File: config.mk
export PLATFORM = sky130hd
export DESIGN_NAME = itype_exec_unit
export DESIGN_NICKNAME = d
export VERILOG_FILES = /design/src/rtl/itype_pkg.sv /design/src/rtl/itype_regfile.sv /design/src/rtl/itype_exec_unit.sv
export SDC_FILE = /design/constraint.sdc
export NUM_CORES = 2
export LEC_CHECK = 0
export ABC_CLOCK_PERIOD_IN_PS = 3400
export CAP_MARGIN = 20
export CORE_UTILIZATION = 47
export CTS_BUF_LIST = sky130_fd_sc_hd__clkbuf_4
export CTS_CLUSTER_DIAMETER = 80
export DETAILED_ROUTE_END_ITERATION = 6
export PLACE_DENSITY = 0.65
export SLEW_MARGIN = 30
export SYNTH_ARGS = -nofsm -noshare
export SYNTH_HDL_FRONTEND = slang
export SYNTH_HIERARCHICAL = 1
export SYNTH_SLANG_ARGS = --single-unit
File: constraint.sdc
create_clock -name clk -period 3.4 [get_ports clk]
set_clock_uncertainty 0.2 [all_clocks]
set_input_delay 0.68 -clock clk [delete_from_list [all_inputs] [get_ports clk]]
set_output_delay 0.68 -clock clk [all_outputs]
set_load 0.01 [all_outputs]
File: src/rtl/itype_pkg.sv
// Shared definitions for the I-type execution unit: opcodes, FSM states and
// instruction field positions.
package itype_pkg;

    localparam logic [5:0] OP_ADDI  = 6'b001000;
    localparam logic [5:0] OP_ADDIU = 6'b001001;
    localparam logic [5:0] OP_SLTI  = 6'b001010;
    localparam logic [5:0] OP_ANDI  = 6'b001100;
    localparam logic [5:0] OP_ORI   = 6'b001101;
    localparam logic [5:0] OP_LUI   = 6'b001111;

    localparam int OPC_HI = 31;
    localparam int OPC_LO = 26;
    localparam int RS_HI  = 25;
    localparam int RS_LO  = 21;
    localparam int RT_HI  = 20;
    localparam int RT_LO  = 16;
    localparam int IMM_HI = 15;
    localparam int IMM_LO = 0;

    typedef enum logic [1:0] {
        IDLE   = 2'd0,
        DECODE = 2'd1,
        EXEC   = 2'd2,
        WB     = 2'd3
    } itypeState_e;

    function automatic logic isLegalOp(input logic [5:0] op);
        logic legal;
        case (op)
            OP_ADDI, OP_ADDIU, OP_SLTI,
            OP_ANDI, OP_ORI, OP_LUI: legal = 1'b1;
            default:                 legal = 1'b0;
        endcase
        return legal;
    endfunction

endpackage

File: src/rtl/itype_regfile.sv
// 32x32 register file: host and writeback write ports (writeback wins),
// registered operand read and combinational debug read.
module itype_regfile #(
    parameter int ZERO_REG0 = 0
) (
    input  logic        clk,
    input  logic        rst_n,
    input  logic        hostWe,
    input  logic [4:0]  hostWaddr,
    input  logic [31:0] hostWdata,
    input  logic        wbWe,
    input  logic [4:0]  wbWaddr,
    input  logic [31:0] wbWdata,
    input  logic        rdEn,
    input  logic [4:0]  rdAddr,
    output logic [31:0] rdData,
    input  logic [4:0]  dbgAddr,
    output logic [31:0] dbgData
);

    logic [31:0] regs_r [32];
    logic [31:0] rdData_r;

    // Register array update; r0 is pinned to zero when ZERO_REG0 is set.
    always_ff @(posedge clk or negedge rst_n) begin
        if (!rst_n) begin
            for (int i = 0; i < 32; i++) begin
                regs_r[i] <= 32'd0;
            end
        end else begin
            for (int i = 0; i < 32; i++) begin
                if ((ZERO_REG0 != 0) && (i == 0)) begin
                    regs_r[i] <= 32'd0;
                end else if (wbWe && (wbWaddr == 5'(i))) begin
                    regs_r[i] <= wbWdata;
                end else if (hostWe && (hostWaddr == 5'(i))) begin
                    regs_r[i] <= hostWdata;
                end else begin
                    regs_r[i] <= regs_r[i];
                end
            end
        end
    end

    // Operand read samples the pre-write contents, so same-cycle writes are not forwarded.
    always_ff @(posedge clk or negedge rst_n) begin
        if (!rst_n) begin
            rdData_r <= 32'd0;
        end else if (rdEn) begin
            rdData_r <= regs_r[rdAddr];
        end else begin
            rdData_r <= rdData_r;
        end
    end

    assign rdData  = rdData_r;
    assign dbgData = regs_r[dbgAddr];

endmodule

File: src/rtl/itype_exec_unit.sv
// Handshaked multi-cycle MIPS I-type execution unit:
// IDLE -> DECODE -> EXEC -> WB, with a host preload port and debug read.
module itype_exec_unit
    import itype_pkg::*;
#(
    parameter int ZERO_REG0 = 0
) (
    input  logic        clk,
    input  logic        rst_n,
    input  logic        inst_valid,
    output logic        inst_ready,
    input  logic [31:0] inst,
    input  logic        host_we,
    input  logic [4:0]  host_waddr,
    input  logic [31:0] host_wdata,
    input  logic [4:0]  dbg_raddr,
    output logic [31:0] dbg_rdata,
    output logic [31:0] result,
    output logic        result_valid,
    output logic        ovf,
    output logic        illegal
);

    itypeState_e state_r, nextState_s;
    logic [31:0] inst_r;
    logic [31:0] opA_s;
    logic [31:0] immSext_s, immZext_s, sum_s, aluValue_s;
    logic        addiOvf_s;
    logic [5:0]  opcode_s;
    logic [4:0]  rs_s, rt_s;
    logic [15:0] imm_s;
    logic        instReady_r, resultValid_r, ovf_r, illegal_r;
    logic [31:0] result_r;
    logic        wbWe_s;

    assign opcode_s  = inst_r[OPC_HI:OPC_LO];
    assign rs_s      = inst_r[RS_HI:RS_LO];
    assign rt_s      = inst_r[RT_HI:RT_LO];
    assign imm_s     = inst_r[IMM_HI:IMM_LO];
    assign immSext_s = {{16{imm_s[15]}}, imm_s};
    assign immZext_s = {16'h0000, imm_s};
    assign sum_s     = opA_s + immSext_s;

    // An overflowing ADDI still reports its wrapped sum but never reaches rt.
    assign wbWe_s = (state_r == WB) && !ovf_r;

    itype_regfile #(
        .ZERO_REG0 (ZERO_REG0)
    ) u_regfile (
        .clk       (clk),
        .rst_n     (rst_n),
        .hostWe    (host_we),
        .hostWaddr (host_waddr),
        .hostWdata (host_wdata),
        .wbWe      (wbWe_s),
        .wbWaddr   (rt_s),
        .wbWdata   (result_r),
        .rdEn      (state_r == DECODE),
        .rdAddr    (rs_s),
        .rdData    (opA_s),
        .dbgAddr   (dbg_raddr),
        .dbgData   (dbg_rdata)
    );

    // FSM state register.
    always_ff @(posedge clk or negedge rst_n) begin
        if (!rst_n) begin
            state_r <= IDLE;
        end else begin
            state_r <= nextState_s;
        end
    end

    // FSM next-state logic.
    always_comb begin
        nextState_s = state_r;
        case (state_r)
            IDLE: begin
                if (inst_valid) begin
                    nextState_s = DECODE;
                end else begin
                    nextState_s = IDLE;
                end
            end
            DECODE: begin
                if (isLegalOp(opcode_s)) begin
                    nextState_s = EXEC;
                end else begin
                    nextState_s = IDLE;
                end
            end
            EXEC:    nextState_s = WB;
            WB:      nextState_s = IDLE;
            default: nextState_s = IDLE;
        endcase
    end

    // Instruction latch on handshake.
    always_ff @(posedge clk or negedge rst_n) begin
        if (!rst_n) begin
            inst_r <= 32'd0;
        end else if ((state_r == IDLE) && inst_valid) begin
            inst_r <= inst;
        end else begin
            inst_r <= inst_r;
        end
    end

    // Immediate ALU.
    always_comb begin
        aluValue_s = result_r;
        addiOvf_s  = 1'b0;
        case (opcode_s)
            OP_ADDI: begin
                aluValue_s = sum_s;
                addiOvf_s  = (opA_s[31] == immSext_s[31]) && (sum_s[31] != opA_s[31]);
            end
            OP_ADDIU: aluValue_s = sum_s;
            OP_SLTI:  aluValue_s = {31'd0, ($signed(opA_s) < $signed(immSext_s))};
            OP_ANDI:  aluValue_s = opA_s & immZext_s;
            OP_ORI:   aluValue_s = opA_s | immZext_s;
            OP_LUI:   aluValue_s = {imm_s, 16'h0000};
            default:  aluValue_s = result_r;
        endcase
    end

    // Registered outputs; pulses are set one cycle ahead so they coincide with WB or the return to IDLE.
    always_ff @(posedge clk or negedge rst_n) begin
        if (!rst_n) begin
            instReady_r   <= 1'b1;
            resultValid_r <= 1'b0;
            ovf_r         <= 1'b0;
            illegal_r     <= 1'b0;
            result_r      <= 32'd0;
        end else begin
            instReady_r   <= (nextState_s == IDLE);
            resultValid_r <= (state_r == EXEC);
            ovf_r         <= (state_r == EXEC) && addiOvf_s;
            illegal_r     <= (state_r == DECODE) && !isLegalOp(opcode_s);
            if (state_r == EXEC) begin
                result_r <= aluValue_s;
            end else begin
                result_r <= result_r;
            end
        end
    end

    assign inst_ready   = instReady_r;
    assign result       = result_r;
    assign result_valid = resultValid_r;
    assign ovf          = ovf_r;
    assign illegal      = illegal_r;

endmodule

# --- After elaboration in Yosys (flattened, before gate mapping) ---
# Cells that the tools add are included.
classes:
  n_mux: 77
  addsub: 1
  eq_ne: 73
  order_cmp: 3
  reduce_logical: 111
  n_bitwise: 4
op_table:
  columns: ["cell", "count"]
  rows:
  - ["$mux W32", 68]
  - ["$bmux W32 S5", 2]
  - ["$eq A5 B5 Y1 const B", 32]
  - ["$pmux W32 S5", 1]
  - ["$eq A5 B4 Y1 const B", 16]
  - ["$logic_and A1 B1 Y1", 69]
  - ["$reduce_bool A2 Y1", 32]
  - ["$eq A5 B3 Y1 const B", 8]
  - ["$eq A6 B4 Y1 const B", 6]
  - ["$add A32 B32 Y32", 1]
  - ["$and A32 B16 Y32", 1]
  - ["$lt A32 B16 Y1", 1]
  - ["$or A32 B16 Y32", 1]
  - ["$eq A5 B2 Y1 const B", 4]
  - ["$ge A6 B6 Y1 const B", 2]
  - ["$not A5 Y6", 2]
  - ["$eq A5 B1 Y1 const B", 2]
  - ["$logic_not A5 Y1", 2]
  - ["$pmux W2 S4", 1]
  - ["$reduce_or A6 Y1", 1]
  - ["$reduce_bool A5 Y1", 1]
  - ["$eq A2 B2 Y1 const B", 2]
  - ["$logic_not A2 Y1", 2]
  - ["$mux W1", 4]
  - ["other kinds (7)", 8]
word_totals:
  output_inout_bits: 68
  elab_cells: 309
  input_bits: 78
  ff_bits: 1126

# --- Longest topological paths before layout ---
logic_depth:
  ltp_word: 7
  ltp_mapped: 11

# --- Cells and area by module ---
# Netlist, hierarchy kept.
modules_own_cells:
  columns: ["module", "cells_each", "n_inst", "seq_area_each_um2", "area_per_inst_um2"]
  rows:
  - ["itype_regfile", 6257, 1, 26425.3, 64866.0]
  - ["itype_exec_unit", 689, 1, 1752.9, 5866.9]

# --- Worst setup path before layout ---
# OpenSTA, ideal clock, no wires.
synth_timing:
  path_kind: "input port to output port"
  from: "input port dbg_raddr[0]"
  to: "output port dbg_rdata[10]"
  t_arrival_ns: 2.627
  cell_stages: 5
  required_ns: 2.520
  slack_ns: -0.107
  n_path_buf: 2
  cell_sequence: "buf_2 -> buf_1 -> mux4_2 -> mux4_2 -> mux2_2"
synth_via:
  elab_chain_cells: 4
synth_lines:
  columns: ["element", "line_no", "text"]
  rows:
  - ["start, declared", "itype_exec_unit.sv:16", "input logic [4:0] dbg_raddr,"]
  - ["$not A5 Y6 (implied by the code)", "itype_regfile.sv:57", "assign dbgData = regs_r[dbgAddr];"]
  - ["$bmux W32 S5", "itype_regfile.sv:57", null]
  - ["$mux W32 (implied by the code) (2 in a row)", "itype_regfile.sv:57", null]
  - ["end, declared", "itype_exec_unit.sv:17", "output logic [31:0] dbg_rdata,"]
# No other way between the ends. The select of a mux whose other input is x is not followed.

# --- Worst setup path in the final report ---
layout_timing:
  from: "register u_regfile/regs_r[85] (netlist name)"
  to: "output port dbg_rdata[21]"
layout_via:
  elab_chain_cells: 3
layout_lines:
  columns: ["element", "line_no", "text"]
  rows:
  - ["start, declared", "itype_regfile.sv:21", "logic [31:0] regs_r [32];"]
  - ["start signal, assigned by index", "itype_regfile.sv:35", "regs_r[i] <= wbWdata;"]
  - ["start signal, assigned by index", "itype_regfile.sv:37", "regs_r[i] <= hostWdata;"]
  - ["start signal, assigned by index", "itype_regfile.sv:39", "regs_r[i] <= regs_r[i];"]
  - ["$bmux W32 S5", "itype_regfile.sv:57", null]
  - ["$mux W32 (implied by the code) (2 in a row)", "itype_regfile.sv:57", null]
# No other way between the ends. The select of a mux whose other input is x is not followed.

==> flow_summary.toml <==
[finish]
layout-drive-gt1-share = 0.2145
layout.cells.non_filler = 9534
final-seq-area_sq_um = 28200
area_delta_synth_final_pct = 18.06
fin_util = 0.5622
n_fill_cell = 12855
nets = 7472
multi_input_area_sq_um = 40030

[detailed_routing]
first_iter_violations = 8755
finalWirelength_mm = 290.1
via_per_inst = 6.544
drc = 7
first_pass_iters = 7
ant_nets = 0
avgRoutedWirePerCell_um = 30.43
num_vias = 62390

[timing]
hold_viol = 0
setup_violations = 32
max_freq_ghz = 0.2409
setup_ws_ps = -750.9
min_period_over_period = 1.221
relSlewSlack = 0.3045
rsz0062_at_grt = "true"
holdWs_ps = 72.55
slew_viol_final = 0
tightest_slew_ps = 1034
fin_crit_ps = 4151
finalSetupTns_ps = -21480

[status]
violations = "DRC, setup timing"
status = "complete, but fails checks"

[logic_synthesis]
seq_area_frac_synth = 0.3984
synth_cell_types = 61
synth_nets = 7104
synth_edf_count = 0
yosysWarnings = 6
ys.flop_type = "dfrtp_1"
syn_area_per_cell_sq_um = 10.18
synth_seq_cells = 1126
syn_area_sq_um = 70730
synthArstFlopShare = 1.000
postSynthCellCount = 6946

[pwr]
powerDensity_nw_per_um2 = 870.8
peakVddDrop_uv = 737.8
cellLeakagePower_nw = 37.35

[global_route]
grt_pass1_wl_mm = 417.0
grt_usage = 0.3756
use_met1 = 0.4868
grt_max_degree = 120
grt_pass1_vias = 60265
grt_use_met3 = 0.1410
overflow = 0
use_met2 = 0.5381
antenna_found_initial = 19
top_usage_layer = "met2"

[worst_setup_path]
startpoint_type = "flip-flop"
worstPathMaxFanout = 2
endpoint_kind = "output pin"
r2r_setup_slack_ps = 120
cp.arrival_ps = 3270
crit_required_ps = 2520
crit_type = "reg2out"

[place]
place_inst = 8799
gp_routability_congestion = 0.9486
dp_hpwl_mm = 175.0
portBuffers = 145
preCtsSetupSlack_ps = -582.0

[clocking]
clkSinkCount = 1126
cts-root-buf = "clkbuf_4"
cts_max_path_buffers = 4
path_clk_slew_ps = 60
clock_latency_ps = 1390
numCtsBuffers = 325
cts_tree = "yes"
htreeDepth = 5

[die]
die_h_um = 389.9
io_pins = 146
die_w_um = 389.9
start_util = 0.4762
core_sq_um = 148500
dieArea_sq_um = 152000
rows = 141

[flow_run]
maxCapViolations = 0

[hold_path]
min_path_type = "in2reg"
## layout make-up
type	count	share of cell area
Multi-Input combinational cell	5019	0.4793
Timing Repair Buffer	786	0.1034
Tap cell	2002	0.03000
Clock buffer	469	0.04216
Sequential cell	1126	0.3377
Inverter	56	0.002517
Clock inverter	63	0.004570
Antenna cell	13	0.0003896
## what timing repair did
item,4_1_cts,5_1_grt
gates resized for setup,212,5
endpoints found under the setup margin,43,37
pin swaps,0,1
hold endpoints to repair,1493,0
hold buffers,59,0
setup buffers,108,23
## state kept, by name, summed over array words and instances, names as in the netlist
register,cells
u_regfile/rdData,32
ovf,1
inst_r,32
inst_ready,1
u_regfile/regs_r,1024
illegal,1
result_valid,1
result,32
state_r,2
## synthesized netlist by cell type, drive strengths merged, types with 6 or more instances
library cell | count | area share
mux2 | 80 | 0.013
nand2 | 563 | 0.030
a221oi | 14 | 0.0017
or2 | 6 | 0.00053
ha | 79 | 0.014
nand4 | 12 | 0.0011
clkbuf | 542 | 0.029
mux2i | 1553 | 0.22
or3 | 8 | 0.00071
and3 | 6 | 0.00053
a22oi | 258 | 0.027
inv | 56 | 0.0030
nor3 | 25 | 0.0018
nor2b | 17 | 0.0015
nor2 | 631 | 0.034
dfrtp | 1125 | 0.40
nand2b | 14 | 0.0012
o21ai | 540 | 0.038
nor4 | 40 | 0.0035
mux4 | 320 | 0.10
xnor2 | 23 | 0.0028
a21o | 9 | 0.00097
buf | 203 | 0.014
nand3 | 18 | 0.0013
o21bai | 9 | 0.00096
nor3b | 6 | 0.00064
a21oi | 729 | 0.052
## logic make-up after synthesis
group | count (synthesis) | synth area share
compound gates | 1597 | 0.1260
xor+xnor | 28 | 0.003467
fa+ha+maj | 80 | 0.01426
buf+inv | 801 | 0.04573
flops | 1126 | 0.3984
mux | 1953 | 0.3344
simple gates | 1361 | 0.07781
## layout by cell type, fill, tap and decap left out, drive strengths merged, types with 17 or more instances in the layout
cell / synthesis / layout
a22oi: 258 / 258
clkinv: 0 / 56
clkdlybuf4s50: 0 / 101
mux4: 320 / 320
a21oi: 729 / 729
mux2: 80 / 80
buf: 203 / 621
ha: 79 / 79
mux2i: 1553 / 1553
o21ai: 540 / 540
nor2: 631 / 631
nand2: 563 / 563
nor4: 40 / 40
dfrtp: 1125 / 1125
nor2b: 17 / 17
nand3: 18 / 18
xnor2: 23 / 23
dlygate4sd3: 0 / 58
nor3: 25 / 25
inv: 56 / 58
clkbuf: 542 / 469
## final timing paths
path / startpoint / endpoint / cells after the start
worst max register to register: inst_r[21] / u_regfile/rdData[21] / 7
worst min register to register: inst_r[30] / inst_r[30] / 1
max in group asynchronous: rst_n / u_regfile/regs_r[935] / 6
min in group asynchronous: rst_n / u_regfile/regs_r[706] / 4
worst min-delay path: host_wdata[7] / u_regfile/regs_r[871] / 4
worst max-delay path: u_regfile/regs_r[85] / dbg_rdata[21] / 4
## routing by layer
metal / vias up / share of wire
li1: 26080 / -
met1: 30533 / 0.37
met2: 4658 / 0.42
met3: 1093 / 0.14
met4: 26 / 0.063
met5: - / 0.00056
## metrics by stage
stage / cell area [sq um] / total power, mW
after floorplan: 70730 / 44.49
after global placement: 77700 / 56.23
after detailed placement: 77740 / 57.20
after CTS: 83280 / 71.28
after global routing: 83480 / 76.05
final: 83510 / 72.72
## critical path, cell delays in order (launching register included)
cell and delay [ps]:
dfrtp_1 400, mux4_2 460, mux4_2 560, mux2_4 310, buf_6 130
## power by group
| part | internal, mW | total (mW) | switching (mW) | leakage, nW |
|---|---|---|---|---|
| clock network | 6.64 | 12.9 | 6.22 | 2.35 |
| registers | 19.4 | 25.3 | 5.86 | 12.0 |
| logic | 16.3 | 34.6 | 18.3 | 23.0 |
| total | 42.4 | 72.7 | 30.4 | 37.3 |
(Power assumes the default switching activity.)
